File: src/rtl/lsu_pkg.sv
// Shared definitions for the load/store unit: RV32I funct3 codes, FSM encoding, default memory depth.
package lsu_pkg;

  localparam int unsigned XLEN                = 32;
  localparam int unsigned DEPTH_WORDS_DEFAULT = 1024;

  localparam logic [2:0] LB  = 3'b000;
  localparam logic [2:0] LH  = 3'b001;
  localparam logic [2:0] LW  = 3'b010;
  localparam logic [2:0] LBU = 3'b100;
  localparam logic [2:0] LHU = 3'b101;
  localparam logic [2:0] SB  = 3'b000;
  localparam logic [2:0] SH  = 3'b001;
  localparam logic [2:0] SW  = 3'b010;

  typedef enum logic [2:0] {
    ST_IDLE,
    ST_LOAD,
    ST_MERGE,
    ST_WRITE,
    ST_RESP
  } lsu_state_e;

endpackage

File: src/rtl/lsu_align.sv
// Combinational byte/halfword extraction for loads and read-modify-write merge for sub-word stores.
module lsu_align
  import lsu_pkg::*;
#(
  parameter int unsigned WIDTH = XLEN
) (
  input  logic [2:0]       funct3,
  input  logic [1:0]       byte_off,
  input  logic [WIDTH-1:0] word,
  input  logic [WIDTH-1:0] wdata,
  output logic [WIDTH-1:0] load_c,
  output logic [WIDTH-1:0] merge_c
);

  logic [7:0]  sel_byte;
  logic [15:0] sel_half;
  logic        sign;

  always_comb begin
    sel_byte = word[7:0];
    case (byte_off)
      2'd1:    sel_byte = word[15:8];
      2'd2:    sel_byte = word[23:16];
      2'd3:    sel_byte = word[31:24];
      default: sel_byte = word[7:0];
    endcase
    sel_half = byte_off[1] ? word[31:16] : word[15:0];
    // funct3[2] set means the unsigned (LBU/LHU) variant
    sign     = ~funct3[2];

    case (funct3[1:0])
      2'b00:   load_c = {{(WIDTH-8){sign & sel_byte[7]}}, sel_byte};
      2'b01:   load_c = {{(WIDTH-16){sign & sel_half[15]}}, sel_half};
      default: load_c = word;
    endcase
  end

  always_comb begin
    merge_c = word;
    case (funct3[1:0])
      2'b00: begin
        case (byte_off)
          2'd0:    merge_c[7:0]   = wdata[7:0];
          2'd1:    merge_c[15:8]  = wdata[7:0];
          2'd2:    merge_c[23:16] = wdata[7:0];
          default: merge_c[31:24] = wdata[7:0];
        endcase
      end
      2'b01: begin
        if (byte_off[1]) merge_c[31:16] = wdata[15:0];
        else             merge_c[15:0]  = wdata[15:0];
      end
      default: merge_c = wdata;
    endcase
  end

endmodule

File: src/rtl/load_store_unit.sv
// Load/store unit between the EX stage and a word-addressed data memory; sub-word stores use read-modify-write.
module load_store_unit
  import lsu_pkg::*;
#(
  parameter int unsigned WIDTH       = XLEN,
  parameter int unsigned DEPTH_WORDS = DEPTH_WORDS_DEFAULT
) (
  input  logic             clk,
  input  logic             rst,
  input  logic             req_valid,
  output logic             req_ready,
  input  logic             req_write,
  input  logic [2:0]       req_funct3,
  input  logic [WIDTH-1:0] req_addr,
  input  logic [WIDTH-1:0] req_wdata,
  output logic             resp_valid,
  output logic [WIDTH-1:0] resp_rdata,
  output logic             resp_fault,
  output logic [WIDTH-1:0] mem_address,
  output logic [WIDTH-1:0] mem_data_write,
  output logic             mem_MemWrite,
  output logic             mem_MemRead,
  input  logic [WIDTH-1:0] mem_data_read
);

  localparam int unsigned      IDX_W     = WIDTH - 2;
  localparam logic [IDX_W-1:0] DEPTH_IDX = IDX_W'(DEPTH_WORDS);

  lsu_state_e       state_q, state_d;
  logic [WIDTH-1:0] addr_q, wdata_q, addr_n, wdata_n;
  logic [2:0]       funct3_q;
  logic             write_q;
  logic             take, funct_bad, misalign, fault_c, busy_n;
  logic [WIDTH-1:0] load_c, merge_c;
  logic [WIDTH-1:0] mem_address_d, mem_wdata_d, resp_rdata_d;
  logic             mem_read_d, mem_write_d, resp_valid_d, resp_fault_d, ready_d;

  lsu_align #(.WIDTH(WIDTH)) u_align (
    .funct3   (funct3_q),
    .byte_off (addr_q[1:0]),
    .word     (mem_data_read),
    .wdata    (wdata_q),
    .load_c   (load_c),
    .merge_c  (merge_c)
  );

  // Reject illegal encodings, misaligned halfword/word accesses and out-of-range word indices
  always_comb begin
    if (req_write) funct_bad = !(req_funct3 inside {SB, SH, SW});
    else           funct_bad = !(req_funct3 inside {LB, LH, LW, LBU, LHU});
    misalign = ((req_funct3[1:0] == 2'b01) && req_addr[0]) ||
               ((req_funct3[1:0] == 2'b10) && (req_addr[1:0] != 2'b00));
    fault_c  = funct_bad || misalign || (req_addr[WIDTH-1:2] >= DEPTH_IDX);
  end

  // Next state plus next values of every registered output
  always_comb begin
    state_d = state_q;
    take    = 1'b0;
    case (state_q)
      ST_IDLE: begin
        if (req_valid) begin
          take = 1'b1;
          if (fault_c)              state_d = ST_RESP;
          else if (!req_write)      state_d = ST_LOAD;
          else if (req_funct3 == SW) state_d = ST_WRITE;
          else                      state_d = ST_MERGE;
        end
      end
      ST_LOAD:  state_d = ST_RESP;
      ST_MERGE: state_d = ST_WRITE;
      ST_WRITE: state_d = ST_RESP;
      ST_RESP:  state_d = ST_IDLE;
      default:  state_d = ST_IDLE;
    endcase

    addr_n  = take ? req_addr  : addr_q;
    wdata_n = take ? req_wdata : wdata_q;
    busy_n  = state_d inside {ST_LOAD, ST_MERGE, ST_WRITE};

    mem_address_d = busy_n ? {2'b00, addr_n[WIDTH-1:2]} : '0;
    mem_read_d    = state_d inside {ST_LOAD, ST_MERGE};
    mem_write_d   = (state_d == ST_WRITE);
    mem_wdata_d   = '0;
    if (state_d == ST_WRITE) mem_wdata_d = (state_q == ST_MERGE) ? merge_c : wdata_n;

    resp_valid_d = (state_d == ST_RESP);
    resp_fault_d = take && fault_c;
    resp_rdata_d = ((state_q == ST_LOAD) && !write_q) ? load_c : '0;
    ready_d      = (state_d == ST_IDLE);
  end

  always_ff @(posedge clk or posedge rst) begin
    if (rst) begin
      state_q        <= ST_IDLE;
      addr_q         <= '0;
      wdata_q        <= '0;
      funct3_q       <= '0;
      write_q        <= 1'b0;
      req_ready      <= 1'b1;
      resp_valid     <= 1'b0;
      resp_fault     <= 1'b0;
      resp_rdata     <= '0;
      mem_address    <= '0;
      mem_data_write <= '0;
      mem_MemRead    <= 1'b0;
      mem_MemWrite   <= 1'b0;
    end else begin
      state_q <= state_d;
      if (take) begin
        addr_q   <= req_addr;
        wdata_q  <= req_wdata;
        funct3_q <= req_funct3;
        write_q  <= req_write;
      end
      req_ready      <= ready_d;
      resp_valid     <= resp_valid_d;
      resp_fault     <= resp_fault_d;
      resp_rdata     <= resp_rdata_d;
      mem_address    <= mem_address_d;
      mem_data_write <= mem_wdata_d;
      mem_MemRead    <= mem_read_d;
      mem_MemWrite   <= mem_write_d;
    end
  end

endmodule

File: config.mk
export PLATFORM = sky130hd
export DESIGN_NAME = load_store_unit
export DESIGN_NICKNAME = d
export VERILOG_FILES = /design/src/rtl/lsu_pkg.sv /design/src/rtl/lsu_align.sv /design/src/rtl/load_store_unit.sv
export SDC_FILE = /design/constraint.sdc
export NUM_CORES = 1
export LEC_CHECK = 0
export BUFFER_PORTS_ARGS = -buffer_cell sky130_fd_sc_hd__buf_2
export CORE_UTILIZATION = 50
export DETAILED_ROUTE_END_ITERATION = 10
export GPL_TIMING_DRIVEN = 0
export PLACE_DENSITY = 0.74
export REMOVE_ABC_BUFFERS = 1
export SLEW_MARGIN = 30
export SYNTH_ARGS = -nofsm -noshare
export SYNTH_HDL_FRONTEND = slang
export SYNTH_SLANG_ARGS = --single-unit
File: constraint.sdc
create_clock -name clk -period 8.7 [get_ports clk]
set_input_delay 0.435 -clock clk [delete_from_list [all_inputs] [get_ports clk]]
set_output_delay 0.435 -clock clk [all_outputs]
set_load 0.005 [all_outputs]
==> metrics.cfg <==
[die]
io_pins=204
die_w_um=124
std_cell_rows=44
coreArea_sq_um=14500
die-area_sq_um=15300
start_util=0.511
fp.dieH_um=124

[clock_tree]
clock_latency_ns=0.43
cts_tree=done
hold_buffers=0
postCtsSetupBuffers=0
root_buffer=clkbuf_16
htreeDepth=4
cts_made_buffers=17
post_cts_resized=0
clk_pin_slew_worst_paths_ns=0.06
clock_sinks=170
cts_buffer_depth=2

[synth]
synthCells=662
yosys.area.top_type=dfrtp_1
ys_warn_count=0
ys_types=44
ys_seq_area_frac=0.576
synth_edf_count=0
yosys-top-cells-area=dfrtp_1 57%, nand2_1 6.0%, mux2_1 5.9%
synth_top_area_share=0.572
synthArstFlopShare=1.00
synthFlopType=dfrtp_1
synth_area_sq_um=7390
ys_ff_latch=170
avgSynthCellArea_sq_um=11.2

[sta]
setup_viol=0
fin_crit_sh=0.403
worstMarginPinSlew_ns=0.990
hold_violations=0
rsz0062_at_grt=false
slew_headroom=0.340
drv_slew=0
setup_tns_ns=0
fmax_ghz=0.285
fin_skew_ns=0.00665
finalCriticalPeriod_ns=3.51

[drt]
ant_nets=0
drc=0
drtPass1Iterations=5
via_per_inst=5.80
drt-wirelength-per-cell_um=19.3
num_vias=6009
drt_wl_total_mm=20.0
drt_iter0_drc=430

[critical_path]
crit_chain=clkinv_1 -> nand2_1 -> nor2_1 -> a221oi_1 -> a21oi_1
max_stage_delay_ns=0.93
cp-end-kind=register
crit_end=mem_data_write[26]
crit_path_start=funct3_q[1]
required_ns=9.00
cpMaxStageDelayCell=clkinv_1
reg2reg_slack_ns=5.19
criticalPathCategory=register to register
r2r-end=mem_data_write[26]
reg2reg_depth=5
rr_startpoint=funct3_q[1]
cp_max_fo=36
worst-path-buf-inv=1
crit_family=simple AND/OR/NAND/NOR gates
critical_path_depth=5
cp_data_arrival_time_ns=3.81
cp-start-kind=register

[placed_design]
gp_congestion=0.833
port_buffers=201
hpwl_mm=13.3
dpl_cell_area_sq_um=8580

[cells_and_area]
drive_gt1_frac=0.319
num-fill-cells=1182
final_net_count=942
syn_to_final_growth_pct=24.3
final_area_sq_um=9190
antennaDiodeCount=0

[run]
cap_violations=0

[grt]
track_usage=0.270
grt_pass1_wl_mm=30.5
grt-ovfl-total=0
grt_pass1_vias=5722
antenna_found_initial=0
grt_max_degree=89

[outcome]
status=finished, final reports clean

[pwr]
power.leakage_nw=4.82
power_density_nw_per_um2=206
ir_drop_mv=0.129

[worst_hold_path]
holdCritPathClass=input port to asynchronous set/reset pin

-- worst register-to-register path, stage by stage (launching register included) --
cell	delay [ns]
dfrtp_2	0.86
clkinv_1	0.93
nand2_1	0.77
nor2_1	0.34
a221oi_1	0.43
a21oi_1	0.07
-- cells by family after synthesis --
group | synth area share
mux | 0.119
flops | 0.576
compound gates | 0.135
buf+inv | 0.0379
simple gates | 0.132
other cells | 0.000507
-- synthesized netlist by cell type, types with 4 or more instances --
cell type,instances
nor2_1,24
and2_1,21
mux4_2,8
a21o_1,16
buf_4,4
nor3_1,4
mux2_2,9
mux2i_1,16
nor4_1,5
a21oi_1,17
a21boi_0,10
a2111oi_0,8
nand3_1,16
o22ai_1,19
a221oi_1,23
mux2_1,39
buf_2,11
clkbuf_1,30
a221o_1,7
nand2_1,119
inv_1,12
dfrtp_1,169
o21ai_0,30
nand4_1,12
-- through the flow --
stage	utilization	hold WS [ns]	std cells	worst slack, ns	power, W
after floorplan	-	0.437	613	3.66	0.00104
after global placement	0.580	0.450	998	2.04	0.00112
after detailed placement	0.593	0.454	1004	5.35	0.00114
after CTS	0.634	0.105	1036	5.33	0.00190
after global routing	0.635	0.139	1036	5.10	0.00196
final	0.635	0.0887	1036	5.19	0.00189
-- routing by layer --
metal | vias to the layer above | routed length (um) | global-route usage
li1 | 2703 | - | -
met1 | 2982 | 8210 | 0.350
met2 | 279 | 9870 | 0.434
met4 | 0 | 533 | 0.130
met5 | - | 0 | 0
met3 | 45 | 1410 | 0.0559
-- registers in the layout, indices dropped and copies added, names as in the netlist --
| register | flops |
|---|---|
| mem_MemRead | 1 |
| addr_q | 32 |
| write_q | 1 |
| mem_data_write | 32 |
| req_ready | 1 |
| wdata_q | 32 |
| mem_MemWrite | 1 |
| funct3_q | 3 |
| mem_address | 30 |
| resp_rdata | 32 |
| resp_valid | 1 |
| state_q | 3 |
| resp_fault | 1 |
-- where the power goes --
group,switching (W),internal (W),total (W)
registers,0.0000535,0.000836,0.000890
clock network,0.000313,0.000453,0.000766
logic,0.000135,0.000103,0.000238
-- area by class of cell --
class / count / area, sq um / area share
clock buffer: 18 / 429 / 0.0467
clock inverter: 14 / 168 / 0.0182
inverter: 13 / 56.3 / 0.00613
multi-input combinational: 430 / 2900 / 0.316
sequential: 170 / 4260 / 0.463
tap: 184 / 230 / 0.0251
timing repair buffer: 207 / 1150 / 0.125
-- worst min-delay path by stage --
stage,from,to,slack [ns],cells past startpoint
global route,rst,mem_data_write[9],0.14,2
detailed placement,addr_q[13],addr_q[13],0.45,2
finish,rst,resp_rdata[9],0.09,2
global placement,addr_q[23],addr_q[23],0.45,2
CTS,rst,resp_rdata[9],0.11,2
floorplan,addr_q[12],addr_q[12],0.44,2
-- cells in the final DEF, fill, tap and decap left out, types with 5 or more instances in the layout --
| cell type | synthesis | layout |
|---|---|---|
| nand2_1 | 119 | 118 |
| dfrtp_1 | 169 | 167 |
| mux4_2 | 8 | 8 |
| o21ai_0 | 30 | 30 |
| a21boi_0 | 10 | 10 |
| mux2_1 | 39 | 39 |
| inv_1 | 12 | 11 |
| a21oi_1 | 17 | 16 |
| nand4_1 | 12 | 12 |
| mux2i_1 | 16 | 16 |
| nand3_1 | 16 | 16 |
| a21o_1 | 16 | 16 |
| nor2_1 | 24 | 22 |
| buf_2 | 11 | 201 |
| o22ai_1 | 19 | 19 |
| nor4_1 | 5 | 5 |
| a221oi_1 | 23 | 23 |
| a221o_1 | 7 | 7 |
| a2111oi_0 | 8 | 8 |
| clkbuf_16 | 0 | 17 |
| mux2_2 | 9 | 9 |
| and2_1 | 21 | 21 |
No activity file was read; power rests on OpenSTA's default activity.
